--- src/rtl/proc_selftest_pkg.sv ---
// Purpose : shared types for the MIPS core self-test sequencer (entry kinds, FSM states, table entry).
// Latency : n/a (types only).
// Backpressure: n/a.
package proc_selftest_pkg;

  localparam int DEF_DATA_W = 32;
  localparam int DEF_CYC_W  = 16;

  // Encoding matches the cfg_kind port directly.
  typedef enum logic [1:0] {
    K_END   = 2'b00,
    K_PROG  = 2'b01,
    K_CHECK = 2'b10,
    K_RSVD  = 2'b11
  } kind_t;

  typedef enum logic [2:0] {
    S_IDLE,
    S_FETCH,
    S_PRST,
    S_WAIT,
    S_CMP,
    S_DONE
  } state_t;

  // Default-width table entry; the sequencer builds an equivalent type at its own widths.
  typedef struct packed {
    kind_t                 kind;
    logic [DEF_CYC_W-1:0]  wait_cyc;
    logic [DEF_DATA_W-1:0] value;
  } entry_t;

endpackage

--- src/rtl/proc_selftest_seq_table.sv ---
// Purpose : DEPTH-entry self-test program table, register array, not reset (contents undefined at power-up).
// Latency : write lands on the next clk edge; read is combinational from rd_idx.
// Backpressure: none; the caller gates we.
// Ports   : clk; we/wr_idx/wr_ent write port; rd_idx/rd_ent read port.
module selftest_table
  import proc_selftest_pkg::*;
#(
  parameter int  DEPTH = 16,
  parameter int  IDX_W = $clog2(DEPTH),
  parameter type ent_t = entry_t
) (
  input  logic             clk,
  input  logic             we,
  input  logic [IDX_W-1:0] wr_idx,
  input  ent_t             wr_ent,
  input  logic [IDX_W-1:0] rd_idx,
  output ent_t             rd_ent
);

  ent_t mem [DEPTH];

  always_ff @(posedge clk) begin
    if (we) begin
      mem[wr_idx] <= wr_ent;
    end
  end

  assign rd_ent = mem[rd_idx];

endmodule

--- src/rtl/proc_selftest_seq.sv ---
// Purpose : self-test sequencer; walks a PROG/CHECK table, owns core reset + start PC, tallies pass/fail.
// Latency : start->FETCH 1 cycle; PROG = 1+RST_CYCLES+W cycles; CHECK = 1+W+1 cycles; done 1 cycle after END fetch.
// Backpressure: none; start and cfg_we are ignored while busy.
// Ports   : CLK, Reset_L (async, active-low); start; cfg_* table write; proc_dmem_out from core;
//           proc_reset_l/proc_start_pc to core; busy/done/all_passed, pass/fail counts, fail_valid/idx/actual.
module proc_selftest_seq
  import proc_selftest_pkg::*;
#(
  parameter  int DATA_W     = 32,
  parameter  int DEPTH      = 16,
  parameter  int CYC_W      = 16,
  parameter  int RST_CYCLES = 1,
  localparam int IDX_W      = $clog2(DEPTH)
) (
  input  logic              CLK,
  input  logic              Reset_L,
  input  logic              start,
  input  logic              cfg_we,
  input  logic [IDX_W-1:0]  cfg_addr,
  input  logic [1:0]        cfg_kind,
  input  logic [CYC_W-1:0]  cfg_wait,
  input  logic [DATA_W-1:0] cfg_value,
  input  logic [DATA_W-1:0] proc_dmem_out,
  output logic              proc_reset_l,
  output logic [DATA_W-1:0] proc_start_pc,
  output logic              busy,
  output logic              done,
  output logic              all_passed,
  output logic [IDX_W:0]    pass_count,
  output logic [IDX_W:0]    fail_count,
  output logic              fail_valid,
  output logic [IDX_W-1:0]  fail_idx,
  output logic [DATA_W-1:0] fail_actual
);

  localparam int RST_W = $clog2(RST_CYCLES + 1);
  localparam int CNT_W = IDX_W + 1;

  typedef struct packed {
    kind_t             kind;
    logic [CYC_W-1:0]  wait_cyc;
    logic [DATA_W-1:0] value;
  } ent_t;

  state_t            state;
  logic [IDX_W-1:0]  idx;
  logic              idx_end;   // set when advancing past the last entry: next fetch acts as END
  kind_t             cur_kind;
  logic [CYC_W-1:0]  cur_wait;
  logic [DATA_W-1:0] cur_value;
  logic [CYC_W-1:0]  wait_cnt;
  logic [RST_W-1:0]  rst_cnt;

  ent_t  wr_ent;
  ent_t  rd_ent;
  kind_t f_kind;
  logic  last_idx;

  assign wr_ent   = '{kind: kind_t'(cfg_kind), wait_cyc: cfg_wait, value: cfg_value};
  assign f_kind   = idx_end ? K_END : rd_ent.kind;
  assign last_idx = (idx == IDX_W'(DEPTH - 1));

  selftest_table #(
    .DEPTH (DEPTH),
    .ent_t (ent_t)
  ) u_table (
    .clk    (CLK),
    .we     (cfg_we && !busy),
    .wr_idx (cfg_addr),
    .wr_ent (wr_ent),
    .rd_idx (idx),
    .rd_ent (rd_ent)
  );

  always_ff @(posedge CLK or negedge Reset_L) begin
    if (!Reset_L) begin
      state         <= S_IDLE;
      idx           <= '0;
      idx_end       <= 1'b0;
      cur_kind      <= K_END;
      cur_wait      <= '0;
      cur_value     <= '0;
      wait_cnt      <= '0;
      rst_cnt       <= '0;
      proc_reset_l  <= 1'b0;
      proc_start_pc <= '0;
      busy          <= 1'b0;
      done          <= 1'b0;
      all_passed    <= 1'b0;
      pass_count    <= '0;
      fail_count    <= '0;
      fail_valid    <= 1'b0;
      fail_idx      <= '0;
      fail_actual   <= '0;
    end else begin
      fail_valid <= 1'b0;
      case (state)
        S_IDLE, S_DONE: begin
          if (start) begin
            state        <= S_FETCH;
            idx          <= '0;
            idx_end      <= 1'b0;
            pass_count   <= '0;
            fail_count   <= '0;
            done         <= 1'b0;
            all_passed   <= 1'b0;
            fail_idx     <= '0;
            busy         <= 1'b1;
            // Core stays held until the first PROG entry of the new run.
            proc_reset_l <= 1'b0;
          end
        end

        S_FETCH: begin
          cur_kind  <= f_kind;
          cur_wait  <= rd_ent.wait_cyc;
          cur_value <= rd_ent.value;
          case (f_kind)
            K_PROG: begin
              proc_start_pc <= rd_ent.value;
              proc_reset_l  <= 1'b0;
              rst_cnt       <= RST_W'(RST_CYCLES);
              state         <= S_PRST;
            end
            K_CHECK: begin
              wait_cnt <= rd_ent.wait_cyc;
              state    <= (rd_ent.wait_cyc == '0) ? S_CMP : S_WAIT;
            end
            default: begin
              state      <= S_DONE;
              busy       <= 1'b0;
              done       <= 1'b1;
              all_passed <= (fail_count == '0) && (pass_count != '0);
            end
          endcase
        end

        S_PRST: begin
          if (rst_cnt == RST_W'(1)) begin
            proc_reset_l <= 1'b1;
            wait_cnt     <= cur_wait;
            if (cur_wait == '0) begin
              // Zero wait: skip WAIT so the next fetch lands right after release.
              state <= S_FETCH;
              if (last_idx) idx_end <= 1'b1;
              else          idx     <= idx + IDX_W'(1);
            end else begin
              state <= S_WAIT;
            end
          end else begin
            rst_cnt <= rst_cnt - RST_W'(1);
          end
        end

        S_WAIT: begin
          if (wait_cnt == CYC_W'(1)) begin
            if (cur_kind == K_PROG) begin
              state <= S_FETCH;
              if (last_idx) idx_end <= 1'b1;
              else          idx     <= idx + IDX_W'(1);
            end else begin
              state <= S_CMP;
            end
          end else begin
            wait_cnt <= wait_cnt - CYC_W'(1);
          end
        end

        S_CMP: begin
          if (proc_dmem_out == cur_value) begin
            pass_count <= pass_count + CNT_W'(1);
          end else begin
            fail_count  <= fail_count + CNT_W'(1);
            fail_valid  <= 1'b1;
            fail_idx    <= idx;
            fail_actual <= proc_dmem_out;
          end
          state <= S_FETCH;
          if (last_idx) idx_end <= 1'b1;
          else          idx     <= idx + IDX_W'(1);
        end

        default: state <= S_IDLE;
      endcase
    end
  end

endmodule

--- config.mk ---
export PLATFORM = sky130hd
export DESIGN_NAME = proc_selftest_seq
export DESIGN_NICKNAME = d
export VERILOG_FILES = /design/src/rtl/proc_selftest_pkg.sv /design/src/rtl/proc_selftest_seq_table.sv /design/src/rtl/proc_selftest_seq.sv
export SDC_FILE = /design/constraint.sdc
export NUM_CORES = 1
export LEC_CHECK = 0
export BUFFER_PORTS_ARGS = -buffer_cell sky130_fd_sc_hd__buf_2
export CAP_MARGIN = 10
export CORE_MARGIN = 2
export CORE_UTILIZATION = 50
export CTS_CLUSTER_DIAMETER = 100
export DETAILED_ROUTE_END_ITERATION = 12
export PLACE_DENSITY = 0.7
export SETUP_SLACK_MARGIN = 0.1
export SYNTH_ARGS = -nofsm -noshare
export SYNTH_HDL_FRONTEND = slang
export SYNTH_SLANG_ARGS = --single-unit
--- constraint.sdc ---
create_clock -name CLK -period 12 [get_ports CLK]
set_input_delay 1.2 -clock CLK [delete_from_list [all_inputs] [get_ports CLK]]
set_output_delay 1.2 -clock CLK [all_outputs]
set_load 0.1 [all_outputs]
==> impl_metrics.tcl <==
set metrics [dict create \
    crit_chain "buf_4, buf_4, mux4_2, mux4_2, mux2_2" \
    tns_ps 0 \
    dr.first_iter.drc_count 2182 \
    intPower_w 0.006567 \
    final-max-slew-violation-count 0 \
    clk-insertion-delay-late_ps 640 \
    finalNetCount 2288 \
    ys_types 62 \
    comb_power_share 0.289 \
    grt_pass1_vias 19610 \
    switchingPower_w 0.003439 \
    rsz0062_at_grt "false" \
    rrSetupSlack_ps 7790 \
    antenna_found_initial 14 \
    ant_nets 0 \
    rr_startpoint "idx[0]" \
    grt.total_usage 0.2316 \
    slew-limit-headroom 0.2137 \
    ys_seq_area_frac 0.7449 \
    cts_tree "built" \
    p_per_area_nw_per_um2 234.8 \
    status "finished clean" \
    worst_pin_slew_ps 1178 \
    finalHoldViolCount 0 \
    hold_end "fail_actual[31]" \
    r2r_end "proc_start_pc[30]" \
    fp.dieArea_um2 77320 \
    ctsHtreeMaxLevel 3 \
    min_period_over_period 0.3510 \
    dr_total_vias 19500 \
    setup_viol 0 \
    cts_resized 0 \
    cts_root_buf "clkbuf_16" \
    rows 100 \
    gp_congestion 0.8972 \
    syn_area_um2 37560 \
    static-leakage-power_nw 14.55 \
    required_ps 12510 \
    start_util 0.5045 \
    syn_avg_cell_area_um2 18.89 \
    min_path_type "register to register" \
    peakVddDrop_mv 0.1154 \
    syn_nets 2087 \
    cts_buffers 91 \
    path_clk_slew_ps 60 \
    fin_cells 3231 \
    die_h_um 278.1 \
    grt_max_degree 136 \
    synth-seq-cells 958 \
    hpwl_um 48590 \
    critPathSlowestCell "dfrtp_4" \
    cp-end-kind "register" \
    async_flop_share 0.1649 \
    finalClockSkew_ps 19.80 \
    die_w_um 278.1 \
    grt_overflow 0 \
    power_frac_seq 0.419 \
    clock-sinks 958 \
    wl_um 88300 \
    grt_pass1_wl_um 130700 \
    fin_crit_ps 4212 \
    portBuffers 172 \
    ys.flop_type "edfxtp_1" \
    netlist_instances 1988 \
    cts_hold_buf 0 \
    cts_setup_buffers 0 \
    coreArea_um2 74450 \
    drive_above_1_share 0.2820 \
    ff2ff_path_depth 5 \
    yosysWarnings 0 \
    worstPathMaxFanout 51 \
    routed_via_density 6.034 \
    p_clk_frac 0.292 \
    maxCapViolCount 0 \
    start_kind "register" \
    syn_to_final_growth_pct 13.48 \
    synth-edff-count 800 \
    num_io_pins 173 \
    fmax_ghz 0.2374 \
    clockBufferDepth 3 \
    arrival_ps 4720 \
    crit_path_max_incr_delay_ps 910 \
    dr.pass1.iters 5 \
    whs_path_depth 2 \
    switching_share 0.3437 \
    min_from "fail_actual[31]" \
    wl_per_cell_um 27.33 \
    critPathKind "register to register" \
    drc_errors 0 \
    dp_cells 3065 \
]
[logic make-up (layout without fill, tap and decap cells)]
logic type                 after synthesis  in the layout  synth area share
buffers and inverters                  112            383           0.01373
muxes                                  287            287            0.1550
and+or+nand+nor                        447            447           0.05240
adders and majority gates                9              9          0.002998
AOI/OAI and AO/OA                      129            129           0.02019
xor gates and xnor gates                46             46           0.01073
other                                    0              3                 0
DFF                                    958            958            0.7449
[layout make-up]
cell class / instances / area, µm²
Fill cell: 5387 / 31830
Sequential cell: 958 / 27990
Clock buffer: 123 / 2531
Clock inverter: 40 / 511.7
Inverter: 16 / 60.06
Antenna cell: 3 / 7.507
Timing Repair Buffer: 204 / 1120
Tap cell: 969 / 1212
Multi-Input combinational cell: 918 / 9186
[worst max-delay path, delay by kind of cell, from the launching register on]
kind | cells | cell delay (ps)
flops | 1 | 910
buf+inv | 2 | 1650
mux | 3 | 1400
[worst max-delay path by stage]
stage	startpoint	to	cells past startpoint
6_report	idx[0]	proc_start_pc[30]	5
5_1_grt	idx[0]	proc_start_pc[1]	5
4_1_cts	idx[0]	state[0]	6
3_5_place_dp	idx[0]	proc_start_pc[30]	5
3_3_place_gp	idx[0]	state[0]	6
2_1_floorplan	cfg_we	u_table.mem[4][0]	3
[power by group through the flow]
stage	sequential, W	clock (W)	combinational (W)
global route	0.00423	0.00309	0.00308
detailed placement	0.00426	0	0.00290
CTS	0.00419	0.00296	0.00291
floorplan	0.00494	0	0.00149
finish	0.00419	0.00292	0.00290
global placement	0.00424	0	0.00286
[cells in the mapped netlist, types with 3 or more instances]
cell,instances,area [µm²]
edfxtp_1,800,24020
nand2_1,288,1081
mux4_2,230,5180
dfrtp_1,158,3954
nor2_1,62,232.7
clkbuf_1,50,187.7
a21oi_1,47,235.2
xor2_1,41,359.1
o21ai_0,37,185.2
mux2_2,36,405.4
buf_2,27,135.1
nand2b_1,19,118.9
inv_1,15,56.30
nor4_1,12,75.07
mux2i_1,11,110.1
nor3_1,11,55.05
nand3_1,10,50.05
buf_1,9,33.78
ha_1,9,112.6
mux2_1,9,101.4
nand4_1,8,50.05
o21ai_1,7,35.03
or3_1,7,43.79
and3b_1,6,52.55
buf_4,6,45.04
o221ai_1,6,52.55
a211oi_1,5,37.54
a31oi_1,5,31.28
xnor2_1,5,43.79
a21o_1,4,30.03
nand3b_1,4,30.03
buf_6,3,33.78
nor2b_1,3,18.77
[stage by stage]
stage	power (W)	cell area (µm²)	util	worst slack [ps]	hold slack, ps
2_1_floorplan	0.006435	37560	-	6311	460.0
3_3_place_gp	0.007102	39570	0.5315	7659	451.7
3_5_place_dp	0.007158	39570	0.5315	7694	457.7
4_1_cts	0.01006	42610	0.5724	7659	472.4
5_1_grt	0.01040	42610	0.5724	7375	495.6
6_report	0.01001	42620	0.5725	7788	469.9
[flip-flops by register name, summed over array words and instances, names as in the netlist]
| register | cells |
|---|---|
| all_passed | 1 |
| rst_cnt | 1 |
| wait_cnt | 16 |
| proc_reset_l | 1 |
| idx | 4 |
| proc_start_pc | 32 |
| idx_end | 1 |
| fail_count | 5 |
| fail_valid | 1 |
| fail_actual | 32 |
| cur_value | 32 |
| u_table.mem | 800 |
| done | 1 |
| fail_idx | 4 |
| state | 3 |
| pass_count | 5 |
| busy | 1 |
| cur_wait | 16 |
| cur_kind | 2 |
[layer usage]
metal  share of wire  global-route usage
met5         0.00084                   0
met2            0.48              0.3687
met3           0.081             0.04231
met1            0.41              0.3314
met4           0.024             0.06764
[layout by cell type (no fill, tap or decap), types with 4 or more instances in the layout]
master	n
and3b_1	6
clkinv_1	8
a21o_1	4
o21ai_1	6
a21oi_1	47
xor2_1	41
nor3_1	6
inv_1	15
bufinv_16	12
nor2_1	50
edfxtp_1	800
nand3_1	10
nor4_1	12
clkinv_2	17
mux4_2	230
o221ai_1	6
clkbuf_1	22
clkbuf_8	7
buf_2	171
mux2_2	36
a211oi_1	5
nor2_4	12
ha_1	9
dfrtp_1	154
xnor2_1	5
nand2_1	288
buf_4	31
nand3b_1	4
a31oi_1	5
nor3_2	5
mux2_1	9
nand4_1	8
mux2i_1	11
clkbuf_16	94
nand2b_1	19
o21ai_0	37
or3_1	6
(Power assumes the default switching activity.)
